`src/rtl/io_arbiter_if.sv`:
```
// Bundle of the core-side request/response signals and the external IO bus.
// master: the arbiter; slave: the cores and the device together.
interface io_arbiter_if #(
    parameter int unsigned NUM_CORES        = 4,
    parameter int unsigned THREAD_IDX_WIDTH = 2
);
    localparam int unsigned CoreWidth = (NUM_CORES > 1) ? $clog2(NUM_CORES) : 1;

    logic [NUM_CORES-1:0]                  ior_request_valid;
    logic [NUM_CORES-1:0]                  ior_store;
    logic [NUM_CORES*32-1:0]               ior_address;
    logic [NUM_CORES*32-1:0]               ior_value;
    logic [NUM_CORES*THREAD_IDX_WIDTH-1:0] ior_thread_idx;
    logic [NUM_CORES-1:0]                  ii_ready;
    logic                                  ii_response_valid;
    logic [CoreWidth-1:0]                  ii_response_core;
    logic [THREAD_IDX_WIDTH-1:0]           ii_response_thread_idx;
    logic [31:0]                           ii_response_read_value;
    logic                                  io_read_en;
    logic                                  io_write_en;
    logic [31:0]                           io_address;
    logic [31:0]                           io_write_data;
    logic                                  io_ack;
    logic [31:0]                           io_read_data;
    logic                                  io_timeout;

    modport master (
        input  ior_request_valid, ior_store, ior_address, ior_value, ior_thread_idx,
        input  io_ack, io_read_data,
        output ii_ready, ii_response_valid, ii_response_core, ii_response_thread_idx,
        output ii_response_read_value, io_read_en, io_write_en, io_address, io_write_data,
        output io_timeout
    );

    modport slave (
        output ior_request_valid, ior_store, ior_address, ior_value, ior_thread_idx,
        output io_ack, io_read_data,
        input  ii_ready, ii_response_valid, ii_response_core, ii_response_thread_idx,
        input  ii_response_read_value, io_read_en, io_write_en, io_address, io_write_data,
        input  io_timeout
    );
endinterface

```
`src/rtl/io_arbiter.sv`:
```
// Round-robin arbiter sharing one IO bus among NUM_CORES request queues.
// Define IO_TIMEOUT_EN to abort bus transactions after TIMEOUT_CYCLES without io_ack.
module io_arbiter #(
    parameter int unsigned NUM_CORES        = 4,
    parameter int unsigned THREAD_IDX_WIDTH = 2,
    parameter int unsigned TIMEOUT_CYCLES   = 1024
) (
    input logic         clk,
    input logic         reset,
    io_arbiter_if.master bus
);
    localparam int unsigned CoreW = (NUM_CORES > 1) ? $clog2(NUM_CORES) : 1;

    typedef enum logic [1:0] {StIdle, StIssue, StRespond} state_e;

    state_e                      state_q, state_d;
    logic [CoreW-1:0]            ptr_q, ptr_d;
    logic [CoreW-1:0]            core_q, core_d;
    logic                        store_q, store_d;
    logic [31:0]                 addr_q, addr_d;
    logic [31:0]                 wdata_q, wdata_d;
    logic [THREAD_IDX_WIDTH-1:0] thread_q, thread_d;
    logic [CoreW-1:0]            resp_core_q, resp_core_d;
    logic [THREAD_IDX_WIDTH-1:0] resp_thread_q, resp_thread_d;
    logic [31:0]                 resp_data_q, resp_data_d;
`ifdef IO_TIMEOUT_EN
    localparam int unsigned CntW = $clog2(TIMEOUT_CYCLES + 1);
    logic [CntW-1:0]             cnt_q, cnt_d;
    logic                        timeout_q, timeout_d;
`endif

    logic [31:0]                 addr_arr   [NUM_CORES];
    logic [31:0]                 value_arr  [NUM_CORES];
    logic [THREAD_IDX_WIDTH-1:0] thread_arr [NUM_CORES];
    logic [CoreW:0]              cand;
    logic                        grant_found;
    logic [CoreW-1:0]            grant_idx;

    always_comb begin
        for (int unsigned c = 0; c < NUM_CORES; c++) begin
            addr_arr[c]   = bus.ior_address[c*32 +: 32];
            value_arr[c]  = bus.ior_value[c*32 +: 32];
            thread_arr[c] = bus.ior_thread_idx[c*THREAD_IDX_WIDTH +: THREAD_IDX_WIDTH];
        end
    end

    // First valid requester at or above the pointer, wrapping around.
    always_comb begin
        cand        = '0;
        grant_found = 1'b0;
        grant_idx   = '0;
        for (int unsigned i = 0; i < NUM_CORES; i++) begin
            cand = {1'b0, ptr_q} + (CoreW+1)'(i);
            if (cand >= (CoreW+1)'(NUM_CORES)) cand = cand - (CoreW+1)'(NUM_CORES);
            if (!grant_found && bus.ior_request_valid[cand[CoreW-1:0]]) begin
                grant_found = 1'b1;
                grant_idx   = cand[CoreW-1:0];
            end
        end
    end

    always_comb begin
        state_d       = state_q;
        ptr_d         = ptr_q;
        core_d        = core_q;
        store_d       = store_q;
        addr_d        = addr_q;
        wdata_d       = wdata_q;
        thread_d      = thread_q;
        resp_core_d   = resp_core_q;
        resp_thread_d = resp_thread_q;
        resp_data_d   = resp_data_q;
`ifdef IO_TIMEOUT_EN
        cnt_d         = cnt_q;
        timeout_d     = 1'b0;
`endif
        unique case (state_q)
            StIdle: begin
                if (grant_found) begin
                    core_d   = grant_idx;
                    store_d  = bus.ior_store[grant_idx];
                    addr_d   = addr_arr[grant_idx];
                    wdata_d  = value_arr[grant_idx];
                    thread_d = thread_arr[grant_idx];
                    ptr_d    = (grant_idx == CoreW'(NUM_CORES - 1)) ? '0 : grant_idx + CoreW'(1);
                    state_d  = StIssue;
`ifdef IO_TIMEOUT_EN
                    cnt_d    = '0;
`endif
                end
            end
            StIssue: begin
                if (bus.io_ack) begin
                    resp_core_d   = core_q;
                    resp_thread_d = thread_q;
                    resp_data_d   = store_q ? 32'h0 : bus.io_read_data;
                    state_d       = StRespond;
                end
`ifdef IO_TIMEOUT_EN
                // An ack on the limit cycle takes the branch above and wins.
                else if (cnt_q == CntW'(TIMEOUT_CYCLES - 1)) begin
                    resp_core_d   = core_q;
                    resp_thread_d = thread_q;
                    resp_data_d   = 32'hFFFF_FFFF;
                    timeout_d     = 1'b1;
                    state_d       = StRespond;
                end else begin
                    cnt_d = cnt_q + CntW'(1);
                end
`endif
            end
            StRespond: state_d = StIdle;
            default:   state_d = StIdle;
        endcase
    end

    always_ff @(posedge clk) begin
        if (reset) begin
            state_q       <= StIdle;
            ptr_q         <= '0;
            core_q        <= '0;
            store_q       <= 1'b0;
            addr_q        <= '0;
            wdata_q       <= '0;
            thread_q      <= '0;
            resp_core_q   <= '0;
            resp_thread_q <= '0;
            resp_data_q   <= '0;
`ifdef IO_TIMEOUT_EN
            cnt_q         <= '0;
            timeout_q     <= 1'b0;
`endif
        end else begin
            state_q       <= state_d;
            ptr_q         <= ptr_d;
            core_q        <= core_d;
            store_q       <= store_d;
            addr_q        <= addr_d;
            wdata_q       <= wdata_d;
            thread_q      <= thread_d;
            resp_core_q   <= resp_core_d;
            resp_thread_q <= resp_thread_d;
            resp_data_q   <= resp_data_d;
`ifdef IO_TIMEOUT_EN
            cnt_q         <= cnt_d;
            timeout_q     <= timeout_d;
`endif
        end
    end

    assign bus.ii_ready = (state_q == StIdle && !reset && grant_found) ?
                          (NUM_CORES'(1) << grant_idx) : '0;
    assign bus.ii_response_valid      = (state_q == StRespond);
    assign bus.ii_response_core       = resp_core_q;
    assign bus.ii_response_thread_idx = resp_thread_q;
    assign bus.ii_response_read_value = resp_data_q;
    assign bus.io_read_en             = (state_q == StIssue) && !store_q;
    assign bus.io_write_en            = (state_q == StIssue) && store_q;
    assign bus.io_address             = addr_q;
    assign bus.io_write_data          = wdata_q;
`ifdef IO_TIMEOUT_EN
    assign bus.io_timeout             = timeout_q;
`else
    assign bus.io_timeout             = 1'b0;
`endif
endmodule

```
`src/flat_wrapper.sv`:
```
// flat-port wrapper written by rule: the top's interface ports become plain ports
module io_arbiter_flat 
#(
    parameter int unsigned NUM_CORES        = 4,
    parameter int unsigned THREAD_IDX_WIDTH = 2,
    parameter int unsigned TIMEOUT_CYCLES   = 1024
)
  (clk, reset, bus_ior_request_valid, bus_ior_store, bus_ior_address, bus_ior_value, bus_ior_thread_idx, bus_io_ack, bus_io_read_data, bus_ii_ready, bus_ii_response_valid, bus_ii_response_core, bus_ii_response_thread_idx, bus_ii_response_read_value, bus_io_read_en, bus_io_write_en, bus_io_address, bus_io_write_data, bus_io_timeout);
  io_arbiter_if #(.NUM_CORES(NUM_CORES), .THREAD_IDX_WIDTH(THREAD_IDX_WIDTH)) bus_i ();
  input logic clk;
  input logic reset;
  input wire logic [$bits(bus_i.ior_request_valid)-1:0] bus_ior_request_valid;
  input wire logic [$bits(bus_i.ior_store)-1:0] bus_ior_store;
  input wire logic [$bits(bus_i.ior_address)-1:0] bus_ior_address;
  input wire logic [$bits(bus_i.ior_value)-1:0] bus_ior_value;
  input wire logic [$bits(bus_i.ior_thread_idx)-1:0] bus_ior_thread_idx;
  input wire logic [$bits(bus_i.io_ack)-1:0] bus_io_ack;
  input wire logic [$bits(bus_i.io_read_data)-1:0] bus_io_read_data;
  output wire logic [$bits(bus_i.ii_ready)-1:0] bus_ii_ready;
  output wire logic [$bits(bus_i.ii_response_valid)-1:0] bus_ii_response_valid;
  output wire logic [$bits(bus_i.ii_response_core)-1:0] bus_ii_response_core;
  output wire logic [$bits(bus_i.ii_response_thread_idx)-1:0] bus_ii_response_thread_idx;
  output wire logic [$bits(bus_i.ii_response_read_value)-1:0] bus_ii_response_read_value;
  output wire logic [$bits(bus_i.io_read_en)-1:0] bus_io_read_en;
  output wire logic [$bits(bus_i.io_write_en)-1:0] bus_io_write_en;
  output wire logic [$bits(bus_i.io_address)-1:0] bus_io_address;
  output wire logic [$bits(bus_i.io_write_data)-1:0] bus_io_write_data;
  output wire logic [$bits(bus_i.io_timeout)-1:0] bus_io_timeout;
  assign bus_i.ior_request_valid = bus_ior_request_valid;
  assign bus_i.ior_store = bus_ior_store;
  assign bus_i.ior_address = bus_ior_address;
  assign bus_i.ior_value = bus_ior_value;
  assign bus_i.ior_thread_idx = bus_ior_thread_idx;
  assign bus_i.io_ack = bus_io_ack;
  assign bus_i.io_read_data = bus_io_read_data;
  assign bus_ii_ready = bus_i.ii_ready;
  assign bus_ii_response_valid = bus_i.ii_response_valid;
  assign bus_ii_response_core = bus_i.ii_response_core;
  assign bus_ii_response_thread_idx = bus_i.ii_response_thread_idx;
  assign bus_ii_response_read_value = bus_i.ii_response_read_value;
  assign bus_io_read_en = bus_i.io_read_en;
  assign bus_io_write_en = bus_i.io_write_en;
  assign bus_io_address = bus_i.io_address;
  assign bus_io_write_data = bus_i.io_write_data;
  assign bus_io_timeout = bus_i.io_timeout;
  io_arbiter #(.NUM_CORES(NUM_CORES), .THREAD_IDX_WIDTH(THREAD_IDX_WIDTH), .TIMEOUT_CYCLES(TIMEOUT_CYCLES)) u_core (.clk(clk), .reset(reset), .bus(bus_i));
endmodule
```
`config.mk`:
```
export PLATFORM = sky130hd
export DESIGN_NAME = io_arbiter_flat
export DESIGN_NICKNAME = d
export VERILOG_FILES = /design/src/rtl/io_arbiter_if.sv /design/src/rtl/io_arbiter.sv /design/src/flat_wrapper.sv
export SDC_FILE = /design/constraint.sdc
export NUM_CORES = 1
export LEC_CHECK = 0
export ABC_CLOCK_PERIOD_IN_PS = 2400
export CORE_AREA = 2 2 160 162
export CTS_BUF_LIST = sky130_fd_sc_hd__clkbuf_8
export CTS_CLUSTER_SIZE = 40
export DETAILED_ROUTE_END_ITERATION = 7
export DIE_AREA = 0 0 162 164
export PLACE_DENSITY_LB_ADDON = 0.15
export SLEW_MARGIN = 40
export SYNTH_ARGS = -nofsm -noshare
export SYNTH_HDL_FRONTEND = slang
export SYNTH_SLANG_ARGS = --single-unit
```
`constraint.sdc`:
```
create_clock -name clk -period 2.4 [get_ports clk]
set_clock_uncertainty 0.2 [all_clocks]
set_input_delay 0.24 -clock clk [delete_from_list [all_inputs] [get_ports clk]]
set_output_delay 0.24 -clock clk [all_outputs]
set_load 0.01 [all_outputs]
```
==> summary.txt <==
Outcome
  • Status: completed

Global route
  • GR Util All Layers: 0.209
  • Initial antenna violation count: 0
  • Pin count of the biggest net entering global routing: 70
  • First-pass GRT wire length: 42.8 mm
  • GR Overflow Total: 0
  • Vias in the first global route: 7292

STA
  • Final hold viol count: 0
  • Sum of negative setup slack: 0 ps
  • Max-slew violations: 0
  • Final setup violating endpoints: 0
  • Min cycle time layout: 2300 ps
  • Final worst slack: 101 ps
  • Final period util: 0.958
  • Unrepaired setup endpoints after global routing: no
  • Slew @ Worst Pin: 767 ps
  • Hold slack: 208 ps
  • Slew margin rel.: 0.489
  • F_max: 0.435 GHz

Min path
  • Hold endpoint: u_core.bus.io_address[31]
  • Hold depth: 3
  • Hold_sp: bus_ior_address[127]
  • Min-Delay Path Class: in2reg

Critical path
  • Critical path arrival: 1860 ps
  • Capturing element type of the critical path: output port
  • R2R depth: 7
  • Worst Setup Path Type: in2out
  • Flop-to-flop setup slack: 230 ps
  • Worst Setup Start Kind: input port
  • R2R Path End: u_core.store_q
  • Worst r2r src: u_core.ptr_q[0]
  • Req. time, crit path: 1960 ps
  • Max Fanout on Critical Path: 5

Logic synthesis
  • EDFF count, synth: 0
  • Syn Std Cell Area: 0.00651 mm²
  • Largest cells by area after synthesis: dfxtp_1, a21boi_1, a221oi_2
  • Synth warn: 0
  • Post-synth cell types: 42
  • Top post-synthesis cells by count: dfxtp_1, nor2_1, and3_1
  • Syn_nets: 1074
  • Count leader, synth: dfxtp_1
  • Synthesized area per cell: 8.48 µm²
  • Top_reg_cell synth: dfxtp_1
  • Post-synth top area share: 0.335
  • Sequential share of the synthesized area: 0.335
  • #FFs+latches synth: 109
  • Async SR Flop Fraction: 0
  • Leading area contributor after synthesis: dfxtp_1
  • Cell count after synthesis: 767

Floorplanning
  • Die footprint: 0.0266 mm²
  • Die X-Extent: 162 µm
  • Io pins: 415
  • Rows: 58
  • Core area: 0.0248 mm²
  • Starting Density: 0.262
  • Die H: 164 µm

Place
  • Post-Place Setup Slack: -296 ps
  • Placed cell areas: 0.0112 mm²
  • GP Congestion: 0.815
  • I/O Buffers: 413
  • Hpwl dp: 21.3 mm

CTS
  • Clock sink total: 109
  • CTS Buffer Depth: 2
  • Root Buffer: clkbuf_8
  • CTS tree: done
  • Clock transition at path regs: 130 ps
  • Worst-Skew Late Latency: 390 ps
  • Num CTS Buffers: 9
  • H-tree depth: 3

Route
  • Total Wirelength: 28.7 mm
  • Vias: 7319
  • DR vias/cell: 4.91
  • DR WL/cell: 19.3 µm
  • # DRC: 0
  • Antenna Nets Post-Route: 0
  • Detailed Route Iter0 Violations: 321
  • DR pass1 iterations: 4

Final layout
  • Ratio of cells with drive above 1 in the final layout: 0.125
  • ANT cells: 0
  • # fillers: 2446
  • Fin area: 0.0114 mm²
  • Final nets: 1462
  • Area Growth Syn to Fin: 75.4%

Run
  • Max-cap viol count: 0

Power
  • Pwr Total: 6.04 mW
  • Leakage: 4.24 nW
  • Power per Cell Area: 529 mW/mm²
  • Peak VDD IR: 0.000213 V
-- how the worst max path moves through the flow --
| stage | start | end | slack, ps |
|---|---|---|---|
| after floorplan | bus_ior_request_valid[0] | bus_ii_ready[1] | 320 |
| after global placement | bus_ior_request_valid[3] | u_core.store_q | -270 |
| after detailed placement | bus_ior_request_valid[3] | bus_ii_ready[0] | -300 |
| after CTS | u_core.state_q[0] | bus_io_read_en | 2 |
| after global routing | u_core.state_q[1] | bus_io_read_en | 0.3 |
| final | bus_ior_request_valid[0] | bus_ii_ready[2] | 100 |
-- cells in the final DEF (no fill, tap or decap), types with 14 or more instances in the layout --
cell type and n:
clkdlybuf4s50_1 407, dfxtp_1 106, nor2_1 103, and3_1 67
o21ai_1 64, a21boi_1 58, a21oi_1 43, buf_4 41
a211oi_1 36, a221oi_1 34, nor3b_1 33, a211oi_2 29
a221oi_2 28, buf_12 14
-- final cells by class --
class	count	area [µm²]	area share
tap	330	413	0.0362
clock buffer	10	138	0.0121
inverter	2	7.51	0.000658
timing repair buffer	469	4730	0.414
multi-input combinational	564	3880	0.340
clock inverter	6	62.6	0.00548
sequential	109	2190	0.192
-- cell families after synthesis --
| group | synth area share |
|---|---|
| buffers and inverters | 0.0738 |
| other | 0.000576 |
| muxes | 0.00615 |
| AOI/OAI and AO/OA | 0.391 |
| DFF | 0.335 |
| and+or+nand+nor | 0.193 |
-- per-stage QoR --
stage                      util  std cells
after floorplan               -        767
after global placement    0.451       1473
after detailed placement  0.451       1473
after CTS                 0.460       1490
after global routing      0.460       1490
final                     0.460       1490
-- sequential cells by signal (all words and copies together) (netlist names) --
name / cells
u_core.ptr_q: 2
u_core.bus.io_write_data: 32
u_core.store_q: 1
u_core.state_q: 2
u_core.bus.io_address: 32
u_core.bus.ii_response_core: 2
u_core.core_q: 2
u_core.bus.ii_response_read_value: 32
u_core.thread_q: 2
u_core.bus.ii_response_thread_idx: 2
-- power breakdown --
group          switching [mW]  total, mW  internal [mW]
logic                    1.24       2.69           1.45
registers               0.123       2.14           2.02
clock network           0.765       1.20          0.438
total                    2.13       6.04           3.91
-- layer usage --
metal	track usage	wire length, µm	share of wire
met5	0	0	0
met4	0.0680	716	0.025
met3	0.0535	2060	0.071
met2	0.361	14000	0.49
met1	0.255	12000	0.42
-- timing repair --
item                                    4_1_cts  5_1_grt
endpoints found under the setup margin        6        6
setup buffers                                 0        0
gates resized for setup                       7        7
hold buffers                                  1        0
endpoints found under the hold margin         9        0
-- critical path: stages --
cell,delay [ps]
clkdlybuf4s50_1,560
nor2b_2,220
nor3_1,60
o31a_1,310
nor3b_1,150
dlygate4sd2_1,310
No activity file was read; power rests on OpenSTA's default activity.
